[src/rtl/mul_div_unit.sv]
// Iterative RV32M multiply/divide unit: 32-cycle shift-add multiply and restoring divide.
// Define MULDIV_DIV_EN to compile in the divide datapath; otherwise divide ops complete as illegal.
module mul_div_unit (
    input  logic        clk,
    input  logic        rst,
    input  logic        start,
    input  logic [2:0]  funct3,
    input  logic [31:0] rs1_val,
    input  logic [31:0] rs2_val,
    input  logic [4:0]  rd_in,
    output logic        busy,
    output logic        done,
    output logic [4:0]  rd,
    output logic [31:0] result,
    output logic        reg_write,
    output logic        illegal
);

    typedef enum logic [1:0] {
        IDLE,
        CALC,
        DONE
    } state_t;

    state_t      state, state_next;
    logic [4:0]  count;
    logic [2:0]  op_q;
    logic [4:0]  rd_lat_q;
    logic        neg_q;
    logic [31:0] opnd_q;
    logic [31:0] hi_q;
    logic [31:0] lo_q;
`ifdef MULDIV_DIV_EN
    logic        rem_neg_q;
`endif

    logic        a_signed, b_signed;
    logic        sign_a, sign_b;
    logic [31:0] mag_a, mag_b;
    logic [31:0] load_opnd, load_lo;
    logic [32:0] mul_sum;
    logic [31:0] step_hi, step_lo;
    logic [63:0] product, product_c;
    logic [31:0] mul_res;
    logic [31:0] final_result;
    logic        illegal_op;
`ifdef MULDIV_DIV_EN
    logic [32:0] div_shift;
    logic [33:0] div_diff;
    logic [31:0] quo_res, rem_res;
`endif

    // Operand magnitudes and signs, decided by the op's signedness at acceptance
    always_comb begin
        a_signed = (funct3 == 3'b001) || (funct3 == 3'b010) ||
                   (funct3 == 3'b100) || (funct3 == 3'b110);
        b_signed = (funct3 == 3'b001) || (funct3 == 3'b100) || (funct3 == 3'b110);
        sign_a   = a_signed & rs1_val[31];
        sign_b   = b_signed & rs2_val[31];
        mag_a    = sign_a ? (~rs1_val + 32'd1) : rs1_val;
        mag_b    = sign_b ? (~rs2_val + 32'd1) : rs2_val;
`ifdef MULDIV_DIV_EN
        load_opnd = funct3[2] ? mag_b : mag_a;
        load_lo   = funct3[2] ? mag_a : mag_b;
`else
        load_opnd = mag_a;
        load_lo   = mag_b;
`endif
    end

    // One radix-2 step: multiply shifts {hi,lo} right; divide shifts the remainder left
    always_comb begin
        mul_sum = {1'b0, hi_q} + (lo_q[0] ? {1'b0, opnd_q} : 33'd0);
        step_hi = mul_sum[32:1];
        step_lo = {mul_sum[0], lo_q[31:1]};
`ifdef MULDIV_DIV_EN
        div_shift = {hi_q, lo_q[31]};
        div_diff  = {1'b0, div_shift} - {2'b00, opnd_q};
        if (op_q[2]) begin
            step_hi = div_diff[33] ? div_shift[31:0] : div_diff[31:0];
            step_lo = {lo_q[30:0], ~div_diff[33]};
        end
`endif
    end

    always_comb begin
        product   = {step_hi, step_lo};
        product_c = neg_q ? (~product + 64'd1) : product;
        mul_res   = (op_q[1:0] == 2'b00) ? product_c[31:0] : product_c[63:32];
`ifdef MULDIV_DIV_EN
        // A zero divisor yields all-ones quotient; the remainder naturally equals the dividend
        quo_res      = (opnd_q == 32'd0) ? 32'hFFFF_FFFF :
                       (neg_q ? (~step_lo + 32'd1) : step_lo);
        rem_res      = rem_neg_q ? (~step_hi + 32'd1) : step_hi;
        final_result = op_q[2] ? (op_q[1] ? rem_res : quo_res) : mul_res;
        illegal_op   = 1'b0;
`else
        final_result = op_q[2] ? 32'd0 : mul_res;
        illegal_op   = op_q[2];
`endif
    end

    always_ff @(posedge clk or posedge rst) begin
        if (rst)
            state <= IDLE;
        else
            state <= state_next;
    end

    always_comb begin
        state_next = state;
        busy       = 1'b0;
        done       = 1'b0;
        illegal    = 1'b0;
        reg_write  = 1'b0;
        case (state)
            IDLE: begin
                if (start)
                    state_next = CALC;
            end
            CALC: begin
                busy = 1'b1;
                if (count == 5'd31)
                    state_next = DONE;
            end
            DONE: begin
                busy       = 1'b1;
                done       = 1'b1;
                illegal    = illegal_op;
                reg_write  = (rd != 5'd0) && !illegal_op;
                state_next = IDLE;
            end
            default: state_next = IDLE;
        endcase
    end

    // Datapath: load on acceptance, iterate in CALC, publish result/rd on the last step
    always_ff @(posedge clk or posedge rst) begin
        if (rst) begin
            count     <= 5'd0;
            op_q      <= 3'd0;
            rd_lat_q  <= 5'd0;
            neg_q     <= 1'b0;
            opnd_q    <= 32'd0;
            hi_q      <= 32'd0;
            lo_q      <= 32'd0;
            result    <= 32'd0;
            rd        <= 5'd0;
`ifdef MULDIV_DIV_EN
            rem_neg_q <= 1'b0;
`endif
        end else begin
            case (state)
                IDLE: begin
                    if (start) begin
                        count     <= 5'd0;
                        op_q      <= funct3;
                        rd_lat_q  <= rd_in;
                        neg_q     <= sign_a ^ sign_b;
                        opnd_q    <= load_opnd;
                        hi_q      <= 32'd0;
                        lo_q      <= load_lo;
`ifdef MULDIV_DIV_EN
                        rem_neg_q <= sign_a;
`endif
                    end
                end
                CALC: begin
                    hi_q  <= step_hi;
                    lo_q  <= step_lo;
                    count <= count + 5'd1;
                    if (count == 5'd31) begin
                        result <= final_result;
                        rd     <= rd_lat_q;
                    end
                end
                default: ;
            endcase
        end
    end

endmodule

[config.mk]
export PLATFORM = sky130hd
export DESIGN_NAME = mul_div_unit
export DESIGN_NICKNAME = d
export VERILOG_FILES = /design/src/rtl/mul_div_unit.sv
export SDC_FILE = /design/constraint.sdc
export NUM_CORES = 1
export LEC_CHECK = 0
export ABC_CLOCK_PERIOD_IN_PS = 7700
export CORE_ASPECT_RATIO = 0.7
export CORE_MARGIN = 5
export CORE_UTILIZATION = 31
export DETAILED_ROUTE_END_ITERATION = 10
export DONT_BUFFER_PORTS = 1
export SLEW_MARGIN = 20
export SYNTH_ARGS = -nofsm -noshare
export SYNTH_HDL_FRONTEND = slang
export SYNTH_SLANG_ARGS = --single-unit
[constraint.sdc]
create_clock -name clk -period 7.7 [get_ports clk]
set_input_delay 1.155 -clock clk [delete_from_list [all_inputs] [get_ports clk]]
set_output_delay 1.155 -clock clk [all_outputs]
set_load 0.005 [all_outputs]
; ---- Yosys cells after proc, flatten, opt, wreduce, memory -nomap -nowiden
; Cells that the tools add are included.
[word_totals]
regBits = 149
inputBits = 75
out_inout_bits = 41
wordCells = 65
[classes]
addsub = 5
n_eq_ne = 9
n_mux = 19
bitwise = 6
n_reduce_logical = 16
[ops]
columns = cell, count
row1 = 2-to-1 mux 32 bit, 7
row2 = one-hot mux 32 bit (2 select lines), 2
row3 = "adder 32 x 1 -> 32 bit, second input constant", 2
row4 = "adder 64 x 1 -> 64 bit, second input constant", 1
row5 = 2-to-1 mux 64 bit, 1
row6 = NOT 32 bit, 2
row7 = NOT 64 bit, 1
row8 = adder 32 x 32 -> 33 bit, 1
row9 = one-hot mux 5 bit (2 select lines), 1
row10 = AND reduction 2 bit, 4
row11 = "== test 3 bit, second input constant", 2
row12 = "adder 5 x 1 -> 5 bit, second input constant", 1
row13 = "== test 5 bit, second input constant", 1
row14 = logical OR 1 bit, 5
row15 = 2-to-1 mux 5 bit, 1
row16 = nonzero test 5 bit, 1
row17 = logical NOT 2 bit, 2
row18 = 2-to-1 mux 1 bit, 4
row19 = 2-to-1 mux 2 bit, 2
row20 = "!= test 2 bit, second input constant", 2
row21 = one-hot mux 2 bit (2 select lines), 1
row22 = "== test 3 x 1 -> 1 bit, second input constant", 1
row23 = "== test 3 x 2 -> 1 bit, second input constant", 1
row24 = bitwise AND 1 bit, 2
row25 = other kinds (7), 7

; ---- Depth between registers and ports, before layout
[logic_depth]
depth_word = 7
mapped_depth = 17
depth_no_buf = 14

; ---- Worst setup path before layout
; OpenSTA, ideal clock, no wires.
[synth_timing]
kind = register to register
from = register lo_q[0]
to = register result[30]
setup_time_ps = 122
arrival_time_ps = 4267
required_time_ps = 7578
path_slack_ps = 3312
stages_incl_launch_ff = 16
n_path_buf = 2
period_less_slack_ps = 4388
path_cell_list = dfrtp_1 -> clkbuf_1 -> and2_1 -> ha_1 -> buf_2 -> nand3_1 -> a211o_1 -> a21o_1 -> a2111oi_0 -> nor3_1 -> xnor2_1 -> or4bb_2 -> or3_1 -> or4_1 -> a21o_1 -> a32o_1
[synth_via]
elab_chain_len = 7
[synth_rtl]
columns = item, line
row1 = "start, declared", 32  ; logic [31:0] lo_q;
row2 = "start signal, assigned", 162  ; lo_q <= load_lo;
row3 = "start signal, assigned", 170  ; lo_q <= step_lo;
row4 = 2-to-1 mux 32 bit (*), 73  ; mul_sum = {1'b0, hi_q} + (lo_q[0] ? {1'b0, opnd_q} : 33'd0);
row5 = adder 32 x 32 -> 33 bit (*), 73
row6 = NOT 64 bit, 88  ; product_c = neg_q ? (~product + 64'd1) : product;
row7 = adder 64 x 1 -> 64 bit, 88
row8 = 2-to-1 mux 64 bit (*), 88
row9 = 2-to-1 mux 32 bit (*), 89  ; mul_res = (op_q[1:0] == 2'b00) ? product_c[31:0] : product_c[63:32];
row10 = 2-to-1 mux 32 bit (*), 98  ; final_result = op_q[2] ? 32'd0 : mul_res;
row11 = "end signal, assigned", 173  ; result <= final_result;
row12 = "end, declared", 14  ; output logic [31:0] result,
; Every way passes the cells marked *; elsewhere a longest branch is shown, timed or not.
; A chain may end at the register's enable or synchronous reset.

; ---- Final worst setup path
; Ends and elaborated chain as after synthesis.

==> flow_summary.yaml <==
run_status:
  status: "finished, final reports clean"
clock_network:
  root_buffer: "clkbuf_16"
  cts_made_buffers: 17
  hold_buffers: 0
  cts_tree: "done"
  h-tree-depth: 4
  clock_sinks: 149
  insertion_delay_ns: 0.45
  post_cts_buffers: 0
  clk_path_buf_depth: 2
  cts_resized: 0
  path_clk_slew_ns: 0.07
logic_synthesis:
  synth.cell_area_mm2: 0.0110
  synth_cells: 1284
  syn_nets: 1400
  ys_ff_latch: 149
  synthSimpleGateAreaFrac_pct: 19.3
  synthArstFlopShare_pct: 100
  synth_compound_area_share_pct: 25.5
  synth_top_family_by_area: "compound AO/OA/AOI/OAI gates"
  avgSynthCellArea_um2: 8.58
  synthAdderAreaFrac_pct: 4.72
  yosysWarnings: 0
  synthMuxAreaShare_pct: 2.00
  synth_top_flop_cell: "dfrtp_1"
  synth_edf_count: 0
  synth_xor_area_share_pct: 10.7
  yosys.cell_types.count: 84
  seq_area_frac_synth_pct: 33.8
routing:
  wl_per_cell_um: 19.3
  viasPerCell: 5.57
  vias: 9599
  wirelength_um: 33300
  firstDrtPassIters: 6
  drcViolationCount: 0
  ant_nets: 0
  drt-initial-drc-count: 783
timing:
  skew_ns: 0.00988
  hold_viol_final: 0
  slew_headroom_pct: 26.2
  finalCritPeriodShare_pct: 69.5
  whs_ns: 0.476
  tightest_slew_ns: 1.10
  rsz0062_at_grt: "no"
  setup_viol: 0
  tns_ns: 0
  fin_crit_ns: 5.35
  fmax_mhz: 187
  finalMaxSlewViolations: 0
placement:
  io_buffers: 0
  dp_hpwl_um: 25200
  gp_congestion: 0.899
  place_inst: 1691
grt:
  grt_pass1_wl_um: 52500
  grt_max_degree: 100
  gr-usage-all-layers_pct: 16.6
  grt_overflow: 0
  antenna_found_initial: 0
  grt_pass1_vias: 9110
min_path:
  hold_class: "flip-flop to flip-flop"
pwr:
  p_total_uw: 4700
  peakVddDrop_mv: 0.164
  powerDensity_mw_per_mm2: 393
  p_leak_uw: 0.00490
setup_path:
  path_class: "flip-flop to flip-flop"
  required_ns: 8.04
  critical_path_peak_fanout: 33
  critPathArrivalTime_ns: 5.69
  cp-start-kind: "flip-flop"
  end_kind: "flip-flop"
cells_and_area:
  finalNonFillerCells: 1722
  final_net_count: 1354
  fin_util_pct: 34.3
  num_antenna_cells: 0
  final_common_cell: "nand2_1"
  layout-drive-gt1-share_pct: 7.76
  mostFrequentLayoutCells: "nand2_1, o21ai_0, dfrtp_1, xor2_1, a21oi_1"
  synthToLayoutAreaGrowth_pct: 8.46
flow_run:
  maxCapViolations: 0
floorplan:
  dieWidth_um: 235
  ioPinCount: 116
  core_area_mm2: 0.0349
  placementRows: 57
  start_util_pct: 31.6
  die_h_um: 168
  die-area_mm2: 0.0395
## where the power goes
part           switching (uW)  internal, uW  total [uW]
Combinational            1610           951        2560
Sequential                249          1020        1270
Clock                     352           514         866
Total                    2210          2490        4700
## cell usage after synthesis, types with 4 or more instances
library cell    n  area share, %
xnor2_1        63            5.0
a32o_1         16            1.5
buf_6           4           0.41
o211ai_1        8           0.55
ha_1           40            4.5
inv_1          21           0.72
nor4_1         11           0.62
or2_2           7           0.40
o21ai_0       153            7.0
nand3_1        15           0.68
o31ai_1        23            1.6
or4_4           4           0.41
or4_1          13           0.89
or3_1          16           0.91
a22oi_1        26            1.8
nand2b_1        9           0.51
buf_2           8           0.36
a21o_1         14           0.95
dfrtp_1       149             34
o21ai_1         4           0.18
a31oi_1         5           0.28
a2111oi_0       4           0.32
nor2b_1         7           0.40
or3_2           4           0.27
xor2_1         72            5.7
mux2i_1         6           0.55
a211oi_1        5           0.34
o41ai_1        18            1.4
nand2_1       167            5.7
mux2_2         13            1.3
and2_1         44            2.5
and3_1          6           0.34
a22o_1         33            2.6
a21boi_0        6           0.41
nor2_1         57            1.9
o22ai_1         8           0.45
clkbuf_1       54            1.8
buf_1           4           0.14
nor3_1         21           0.95
a21oi_1        66            3.0
nand4_1        11           0.62
o21a_1         11           0.75
## per-layer routing
metal | vias up | GRT usage, % | part of all wire, %
met1 | 4698 | 23.9 | 48
met5 | - | 0 | 0
met4 | 0 | 3.51 | 1.4
li1 | 4598 | - | -
met3 | 35 | 5.00 | 7.6
met2 | 268 | 24.6 | 43
## final cells by class
class	instances	area [um^2]
Sequential cell	149	3730
Inverter	21	83.8
Fill cell	3633	22900
Timing Repair Buffer	10	75.1
Tap cell	472	591
Clock buffer	18	439
Multi-Input combinational cell	1039	6870
Clock inverter	13	158
## sequential cells by signal, indices dropped and copies added (netlist names)
signal,cells
count,5
hi_q,32
lo_q,32
neg_q,1
op_q,3
opnd_q,32
rd,5
rd_lat_q,5
result,32
state,2
## through the flow
| step | setup slack [ns] | instance area [um^2] |
|---|---|---|
| after floorplan | 2.54 | 11000 |
| after global placement | 2.37 | 11400 |
| after detailed placement | 2.33 | 11400 |
| after CTS | 2.32 | 11900 |
| after global routing | 1.92 | 11900 |
| final | 2.35 | 11900 |
## path summary, 6_finish.rpt
| check | start | depth (start not counted) | to | slack [ns] |
|---|---|---|---|---|
| worst max-delay path | lo_q[0] | 14 | result[30] | 2.35 |
| min in group asynchronous | rst | 1 | rd_lat_q[0] | 0.73 |
| worst max register to register | lo_q[0] | 14 | result[30] | 2.35 |
| worst min register to register | opnd_q[26] | 2 | opnd_q[26] | 0.48 |
| worst min-delay path | opnd_q[26] | 2 | opnd_q[26] | 0.48 |
| max in group asynchronous | rst | 2 | hi_q[7] | 5.72 |
## critical path, cell delays in order (launching register included)
cell and delay, ns:
dfrtp_1 0.92, and2_1 0.24, ha_1 0.19, fa_1 0.22, nand3_1 0.13, a211o_1 0.39, a21o_1 0.20, a2111oi_0 0.60
nor3_1 0.14, xnor2_1 0.22, or4bb_2 0.69, or3_1 0.35, or4_1 0.50, a21o_1 0.19, a32o_1 0.23
## logic make-up (layout without fill, tap and decap cells)
family / after synthesis / count (layout)
compound gates: 426 / 426
xor+xnor: 135 / 135
fa+ha+maj: 41 / 41
buf+inv: 96 / 62
flops: 149 / 149
mux: 20 / 20
simple gates: 417 / 417
No activity file was read; power rests on OpenSTA's default activity.
